### src/rtl/data_memory_arbiter.sv
// data_memory_arbiter
//   Grants one of two requesters access to a single-port, word-addressed data
//   memory and sequences each transaction IDLE -> ACCESS -> DONE. The memory
//   commits writes on the falling edge inside ACCESS and captures reads on the
//   rising edge that ends ACCESS, so read data is returned during DONE.
//   Illegal (misaligned or out-of-range) addresses complete with Err and never
//   strobe the memory.
//
//   Build option: define ARB_ROUND_ROBIN_EN to alternate grants on ties;
//   otherwise port 0 has fixed priority.
//
// Ports
//   Clock, Reset        : system clock, asynchronous active-high reset
//   ReqN/WrN/AddrN/WDataN : level request + command from requester N
//   AckN/ErrN/RDataN    : one-cycle completion, error flag and read data
//   MemAddress, MemWriteData, MemoryRead, MemoryWrite : registered memory side
//   MemReadData         : read data from memory, valid during DONE
//   Busy                : arbiter is not idle
//   Owner               : index of the current/last granted requester
module data_memory_arbiter #(
   parameter int WIDTH       = 32,
   parameter int DEPTH_WORDS = 64
) (
   input  logic             Clock,
   input  logic             Reset,
   input  logic             Req0,
   input  logic             Req1,
   input  logic             Wr0,
   input  logic             Wr1,
   input  logic [WIDTH-1:0] Addr0,
   input  logic [WIDTH-1:0] Addr1,
   input  logic [WIDTH-1:0] WData0,
   input  logic [WIDTH-1:0] WData1,
   output logic             Ack0,
   output logic             Ack1,
   output logic             Err0,
   output logic             Err1,
   output logic [WIDTH-1:0] RData0,
   output logic [WIDTH-1:0] RData1,
   output logic [WIDTH-1:0] MemAddress,
   output logic [WIDTH-1:0] MemWriteData,
   output logic             MemoryRead,
   output logic             MemoryWrite,
   input  logic [WIDTH-1:0] MemReadData,
   output logic             Busy,
   output logic             Owner
);

   typedef enum logic [1:0] {
      IDLE,
      ACCESS,
      DONE
   } state_t;

   state_t           state_q, state_d;
   logic             owner_q, owner_d;
   logic             wr_q, wr_d;
   logic             legal_q, legal_d;
   logic [WIDTH-1:0] mem_addr_q, mem_addr_d;
   logic [WIDTH-1:0] mem_wdata_q, mem_wdata_d;
   logic             mem_read_q, mem_read_d;
   logic             mem_write_q, mem_write_d;
   logic             ack0_q, ack0_d;
   logic             ack1_q, ack1_d;
   logic             err0_q, err0_d;
   logic             err1_q, err1_d;

   logic             any_req;
   logic             grant_sel;
   logic             sel_wr;
   logic [WIDTH-1:0] sel_addr;
   logic [WIDTH-1:0] sel_wdata;
   logic             sel_legal;

   // Word-aligned and word index inside the attached memory.
   function automatic logic is_legal(input logic [WIDTH-1:0] a);
      return (a[1:0] == 2'b00) &&
             ({2'b00, a[WIDTH-1:2]} < WIDTH'(DEPTH_WORDS));
   endfunction

   assign any_req = Req0 | Req1;

   always_comb begin
      grant_sel = 1'b0;
`ifdef ARB_ROUND_ROBIN_EN
      // On a tie the port that did not win last time is served.
      if (Req0 && Req1) begin
         grant_sel = ~owner_q;
      end else begin
         grant_sel = Req1;
      end
`else
      grant_sel = ~Req0;
`endif
   end

   assign sel_wr    = grant_sel ? Wr1    : Wr0;
   assign sel_addr  = grant_sel ? Addr1  : Addr0;
   assign sel_wdata = grant_sel ? WData1 : WData0;
   assign sel_legal = is_legal(sel_addr);

   always_comb begin
      state_d     = state_q;
      owner_d     = owner_q;
      wr_d        = wr_q;
      legal_d     = legal_q;
      mem_addr_d  = mem_addr_q;
      mem_wdata_d = mem_wdata_q;
      mem_read_d  = 1'b0;
      mem_write_d = 1'b0;
      ack0_d      = 1'b0;
      ack1_d      = 1'b0;
      err0_d      = 1'b0;
      err1_d      = 1'b0;

      case (state_q)
         IDLE: begin
            if (any_req) begin
               state_d = ACCESS;
               owner_d = grant_sel;
               wr_d    = sel_wr;
               legal_d = sel_legal;
               // Memory side is loaded here so it is stable for all of ACCESS.
               mem_addr_d  = sel_legal ? sel_addr : '0;
               mem_wdata_d = (sel_legal && sel_wr) ? sel_wdata : '0;
               mem_read_d  = sel_legal & ~sel_wr;
               mem_write_d = sel_legal & sel_wr;
            end
         end
         ACCESS: begin
            state_d     = DONE;
            mem_addr_d  = '0;
            mem_wdata_d = '0;
            ack0_d      = ~owner_q;
            ack1_d      = owner_q;
            err0_d      = ~owner_q & ~legal_q;
            err1_d      = owner_q & ~legal_q;
         end
         DONE: begin
            state_d = IDLE;
         end
         default: begin
            state_d = IDLE;
         end
      endcase
   end

   always_ff @(posedge Clock or posedge Reset) begin
      if (Reset) begin
         state_q     <= IDLE;
         owner_q     <= 1'b1;
         wr_q        <= 1'b0;
         legal_q     <= 1'b0;
         mem_addr_q  <= '0;
         mem_wdata_q <= '0;
         mem_read_q  <= 1'b0;
         mem_write_q <= 1'b0;
         ack0_q      <= 1'b0;
         ack1_q      <= 1'b0;
         err0_q      <= 1'b0;
         err1_q      <= 1'b0;
      end else begin
         state_q     <= state_d;
         owner_q     <= owner_d;
         wr_q        <= wr_d;
         legal_q     <= legal_d;
         mem_addr_q  <= mem_addr_d;
         mem_wdata_q <= mem_wdata_d;
         mem_read_q  <= mem_read_d;
         mem_write_q <= mem_write_d;
         ack0_q      <= ack0_d;
         ack1_q      <= ack1_d;
         err0_q      <= err0_d;
         err1_q      <= err1_d;
      end
   end

   assign Ack0         = ack0_q;
   assign Ack1         = ack1_q;
   assign Err0         = err0_q;
   assign Err1         = err1_q;
   // Memory read data is only meaningful during DONE, which is exactly when Ack is high.
   assign RData0       = (ack0_q && legal_q && !wr_q) ? MemReadData : '0;
   assign RData1       = (ack1_q && legal_q && !wr_q) ? MemReadData : '0;
   assign MemAddress   = mem_addr_q;
   assign MemWriteData = mem_wdata_q;
   assign MemoryRead   = mem_read_q;
   assign MemoryWrite  = mem_write_q;
   assign Busy         = (state_q != IDLE);
   assign Owner        = owner_q;

endmodule

### config.mk
export PLATFORM = sky130hd
export DESIGN_NAME = data_memory_arbiter
export DESIGN_NICKNAME = d
export VERILOG_FILES = /design/src/rtl/data_memory_arbiter.sv
export SDC_FILE = /design/constraint.sdc
export NUM_CORES = 1
export LEC_CHECK = 0
export BUFFER_PORTS_ARGS = -buffer_cell sky130_fd_sc_hd__buf_2
export CAP_MARGIN = 20
export CORE_AREA = 2 2 117 119
export DETAILED_ROUTE_END_ITERATION = 10
export DIE_AREA = 0 0 119 121
export MAX_ROUTING_LAYER = met4
export PLACE_DENSITY = 0.61
export SETUP_SLACK_MARGIN = 0.1
export SLEW_MARGIN = 20
export SYNTH_ARGS = -nofsm -noshare
export SYNTH_HDL_FRONTEND = slang
export SYNTH_SLANG_ARGS = --single-unit
export TNS_END_PERCENT = 50
### constraint.sdc
create_clock -name Clock -period 2.85 [get_ports Clock]
set_input_delay 0.4275 -clock Clock [delete_from_list [all_inputs] [get_ports Clock]]
set_output_delay 0.4275 -clock Clock [all_outputs]
set_load 0.02 [all_outputs]
; ---- Word-level counts from Yosys, hierarchy flattened
; Index checks and enable logic that the tools add are counted.
[totals]
ff_bits = 75
in_bits = 166
[classes]
order_cmp = 1
eq_ne = 2
mux = 21
bitwise = 9
reduce_logical = 13
[op_table]
columns = operator, n
row1 = 2-to-1 mux 32 bit, 8
row2 = one-hot mux 32 bit (2 select lines), 2
row3 = less-than comparator 30 x 7 -> 1 bit (second input constant), 1
row4 = 2-to-1 mux 1 bit, 9
row5 = logical AND 1 bit, 6
row6 = AND 1 bit, 4
row7 = logical NOT 2 bit, 2
row8 = NOT 1 bit, 4
row9 = one-hot mux 2 bit (2 select lines), 1
row10 = AND reduction 2 bit, 2
row11 = nonzero test 2 bit, 2
row12 = == test 2 x 1 -> 1 bit (second input constant), 1
row13 = 2-to-1 mux 2 bit, 1
row14 = != test 2 bit (second input constant), 1
row15 = logical NOT 1 bit, 1
row16 = bitwise OR 1 bit, 1

; ---- Longest topological paths before layout
[depth]
depth_word = 7
depth_mapped = 7
depth_no_buf = 5

; ---- Worst setup path before layout
; No wires, ideal clock.
[synth_timing]
kind = input -> register
from = input port Addr0[28]
to = register mem_wdata_q[11] (netlist: MemWriteData[11])
setup_ns = 0.092
t_arrival_ns = 1.692
required_time_ns = 2.758
slack_ns = 1.066
cell_stages = 5
path_buffers = 1
cell_sequence = or4b_1 o22ai_2 nand4_2 buf_4 o31ai_2
[synth_between]
elab_chain_len = 7
[synth_lines]
columns = element, line_no
row1 = "start, declared", 30  ; input logic [WIDTH-1:0] Addr0,
row2 = 2-to-1 mux 32 bit, 98  ; assign sel_addr = grant_sel ? Addr1 : Addr0;
row3 = less-than comparator 30 x 7 -> 1 bit, 78  ; ({2'b00, a[WIDTH-1:2]} < WIDTH'(DEPTH_WORDS));
row4 = logical AND 1 bit, 77  ; return (a[1:0] == 2'b00) &&
row5 = logical AND 1 bit, 125  ; mem_wdata_d = (sel_legal && sel_wr) ? sel_wdata : '0;
row6 = 2-to-1 mux 32 bit, 125
row7 = 2-to-1 mux 32 bit, 118  ; if (any_req) begin
row8 = one-hot mux 32 bit (2 select lines), 116  ; case (state_q)
row9 = "end signal, assigned", 168  ; mem_wdata_q <= mem_wdata_d;
row10 = "end, declared", 60  ; logic [WIDTH-1:0] mem_wdata_q, mem_wdata_d;
; No other way between the ends. The select of a mux whose other input is x is not followed.
; A chain may end at the register's enable or synchronous reset.

; ---- Worst setup path in the final report
[layout_timing]
from = register wr_q
to = output port RData1[12]
[layout_between]
elab_chain_len = 3
[layout_lines]
columns = element, line_no
row1 = "start, declared", 57  ; logic wr_q, wr_d;
row2 = "start signal, assigned", 165  ; wr_q <= wr_d;
row3 = logical NOT 1 bit, 184  ; assign RData1 = (ack1_q && legal_q && !wr_q) ? MemReadData : '0;
row4 = logical AND 1 bit, 184
row5 = 2-to-1 mux 32 bit, 184
row6 = "end, declared", 39  ; output logic [WIDTH-1:0] RData1,
; No other way between the ends.

==> metrics.md <==
| Metric | Value |
|---|---|
| Outcome | complete, no violations |
| Die area | around 14000 µm² |
| Final worst path period share | between 80% and 90% |
| Number of instances in the placed design | 812 |
| Power per unit of standard cell area | around 490 nW/µm² |
| RSZ-0062 raised after global routing | no |
| Kind of capture point of the worst setup path | output port |
| Relative contribution of combinational cells to total power | 19.6% |
| Number of setup violations in the final report | 0 |
| DR vias | 3700 |
| Synthesis Warnings | 0 |
| Buffer count from post-CTS setup fixing | 0 |
| Final design utilization | ~44% |
| Buffer depth of the longest clock path | 2 |
| Reg clk slew, reported paths | 0.07 ns |
| Pint | about 1.9 mW |
| Tightest slew margin relative to the limit | between 40% and 50% |
| Max_cap viols | 0 |
| Startpoint Class | flip-flop |
| Share of async-settable or async-resettable flops after synthesis | 100.0% |
| First-pass GRT wire length | between 15000 and 20000 µm |
| Data arrival time at the worst-slack endpoint | between 1.5 and 2 ns |
| Starting Density | between 20 and 30% |
| Worst-case clock skew | slightly above 0.008 ns |
| Clock root buffer | sky130_fd_sc_hd__clkbuf_16 |
| Worst setup path startpoint | wr_q |
| Switching power as a share of total power | between 30% and 40% |
| # clock sinks | 75 |
| Maximum number of pins on one net before global-route repair | 49 |
| Peak fanout along the critical path | 32 |
| Cts hold-fix bufs | 0 |
| Slew at the pin with the worst max-slew slack | around 0.83 ns |
| Net Sw Power | 0.8854 mW |
| Vias in the first global route | around 3700 |
| Final hold slack | about 0.22 ns |
| Final-report hold violation count | 0 |
| Final Max Slew Viols | 0 |
| Clock network power share | ~40% |
| Die Y-Extent | between 100 and 150 µm |
| Detailed-router iteration count before antenna repair | 4 |
| Final cell count without fillers | between 800 and 900 |
| Synth unique cells | 31 |
| Net count after synthesis | between 500 and 600 |
| Final worst path period need | 2.322 ns |
| N_diodes | 0 |
| R2R depth | 6 |
| Layout Nets | a little over 800 |
| Deepest level of the CTS H-tree | 3 |
| Max VDD drop | between 0.0002 and 0.0003 V |
| Register bit total from synthesis | between 70 and 80 |
| Number of resized instances in the post-cts repair step | 0 |
| Worst setup path class | reg -> out |
| Reg-to-Reg Start | state_q[0] |
| Vias per Instance | between 4 and 5 |
| Most used flip-flop cell after synthesis | sky130_fd_sc_hd__dfrtp_1 |
| Number of I/O port buffers | 301 |
| Gate count after technology mapping | approximately 350 |
| Worst path required time | 2.42 ns |
| TritonCTS clock tree | built |
| Area Overhead vs Synth | 51.11% |
| Final wirelength | 12170 µm |
| Layout cells sized above 1 | 55.37% |
| Width of the die | about 120 µm |
| Detailed-placement wirelength estimate | roughly 9600 µm |
| Count of flip-flops with a built-in enable after synthesis | 0 |
| Average cell area after synthesis | 10.82 µm² |
| Leakage dissipation | between 3 and 4 nW |
| Source-to-sink clock delay at the later pin of the worst-skew pair | between 0.3 and 0.4 ns |
| Portion of the post-synthesis area used by sequential elements | approximately half |
| Total global-route track usage | between 10% and 20% |
| Core Footprint | approximately 13000 µm² |
| Boundary pin count | between 300 and 400 |
| Final ANT Viol Nets | 0 |
| DRT iter0 DRCs | approximately 110 |
| Global placement routability congestion | around 0.99 |
| Achievable Freq | roughly 430 MHz |
| Std-Cell Rows | between 40 and 50 |
| Antenna violations before repair | 0 |
| Wire length per cell | around 15 µm |
| Register share of total power | a little over 40% |
| TritonCTS buffer count | 9 |
| Class of the tightest hold or removal check | in -> async |
| Setup Total Neg Slack | 0 ns |
| DRC violation count after routing | 0 |
| Cell area after technology mapping | around 3800 µm² |
| GRT overflow | 0 |
## synthesized netlist by cell type (2+ instances only)
library cell	number	area share, %
sky130_fd_sc_hd__nand2_1	43	4.2
sky130_fd_sc_hd__o31ai_2	29	9.5
sky130_fd_sc_hd__nor4b_1	2	0.46
sky130_fd_sc_hd__dfrtp_1	74	48
sky130_fd_sc_hd__o21ai_1	2	0.26
sky130_fd_sc_hd__nor3_1	6	0.78
sky130_fd_sc_hd__nand4_1	2	0.33
sky130_fd_sc_hd__and2_1	91	15
sky130_fd_sc_hd__mux2i_1	38	9.9
sky130_fd_sc_hd__clkbuf_1	14	1.4
sky130_fd_sc_hd__a21oi_1	2	0.26
sky130_fd_sc_hd__inv_1	5	0.49
sky130_fd_sc_hd__o31ai_1	9	1.8
sky130_fd_sc_hd__nor2_1	4	0.39
sky130_fd_sc_hd__or4b_1	2	0.52
sky130_fd_sc_hd__and3b_1	2	0.46
sky130_fd_sc_hd__buf_2	7	0.91
sky130_fd_sc_hd__nor4_1	6	0.98
sky130_fd_sc_hd__buf_4	4	0.78
## logic make-up after synthesis
family	Yosys count	synth area share, %
AOI/OAI and AO/OA	46	12.88
buffers and inverters	30	3.562
DFF	75	49.05
muxes	39	10.23
and+or+nand+nor	164	24.28
## worst max-delay path, stage by stage, from the launching register on
cell and delay [ns]:
sky130_fd_sc_hd__dfrtp_1 0.39, sky130_fd_sc_hd__and3b_1 0.76, sky130_fd_sc_hd__and2_1 0.24, sky130_fd_sc_hd__buf_2 0.17
## layout by cell type (no fill, tap or decap), drive strengths merged, types with 4 or more instances in the layout
cell,synthesis,routed
buf,11,307
and2,91,91
dfrtp,74,74
nand2,43,43
mux2i,38,38
o31ai,38,38
clkbuf,14,9
inv,5,8
nor3,6,6
nor4,6,6
nor2,4,4
## power by group through the flow
stage | sequential (mW) | clock [mW] | combinational, mW
after floorplan | 1.20 | 0 | 0.271
after global placement | 1.17 | 0 | 0.554
after detailed placement | 1.17 | 0 | 0.563
after CTS | 1.15 | 1.14 | 0.566
after global routing | 1.16 | 1.19 | 0.614
final | 1.15 | 1.11 | 0.551
## routing by layer
layer / vias to the layer above / GRT usage [%] / part of all wire [%]
li1: 1798 / - / -
met1: 1719 / 20.49 / 42
met2: 165 / 28.99 / 50
met3: 18 / 3.759 / 6.2
met4: 0 / 5.357 / 1.9
met5: - / - / 0
## layout make-up
class,instances,area [µm²]
repair buffers,307,1551
flip-flops and latches,75,1878
fillers,1284,7300
inverters,5,20.02
clock buffers,9,225.2
well taps,176,220.2
clock inverters,7,67.56
multi-input cells,249,1823
## metrics by stage
| stage | setup slack [ns] | instance area [µm²] | power [mW] |
|---|---|---|---|
| 2_1_floorplan | 0.5142 | 3829 | 1.472 |
| 3_3_place_gp | 0.6175 | 5485 | 1.722 |
| 3_5_place_dp | 0.4153 | 5485 | 1.734 |
| 4_1_cts | 0.5075 | 5778 | 2.860 |
| 5_1_grt | 0.3623 | 5786 | 2.964 |
| 6_report | 0.5275 | 5786 | 2.812 |
## sequential cells by signal, indices dropped and copies added (netlist names)
| name | cells |
|---|---|
| MemAddress | 32 |
| Err1 | 1 |
| wr_q | 1 |
| legal_q | 1 |
| Err0 | 1 |
| Ack1 | 1 |
| MemWriteData | 32 |
| Ack0 | 1 |
| MemoryWrite | 1 |
| MemoryRead | 1 |
| Owner | 1 |
| state_q | 2 |
## path summary, 6_finish.rpt
| check | endpoint | slack, ns |
|---|---|---|
| worst min-delay path | MemAddress[13] | 0.22 |
| max in group asynchronous | Owner | 1.87 |
| worst min register to register | MemWriteData[1] | 0.47 |
| worst max register to register | MemWriteData[16] | 1.09 |
| worst max-delay path | RData1[12] | 0.53 |
| min in group Clock | Owner | 0.40 |
No activity file was read; power rests on OpenSTA's default activity.
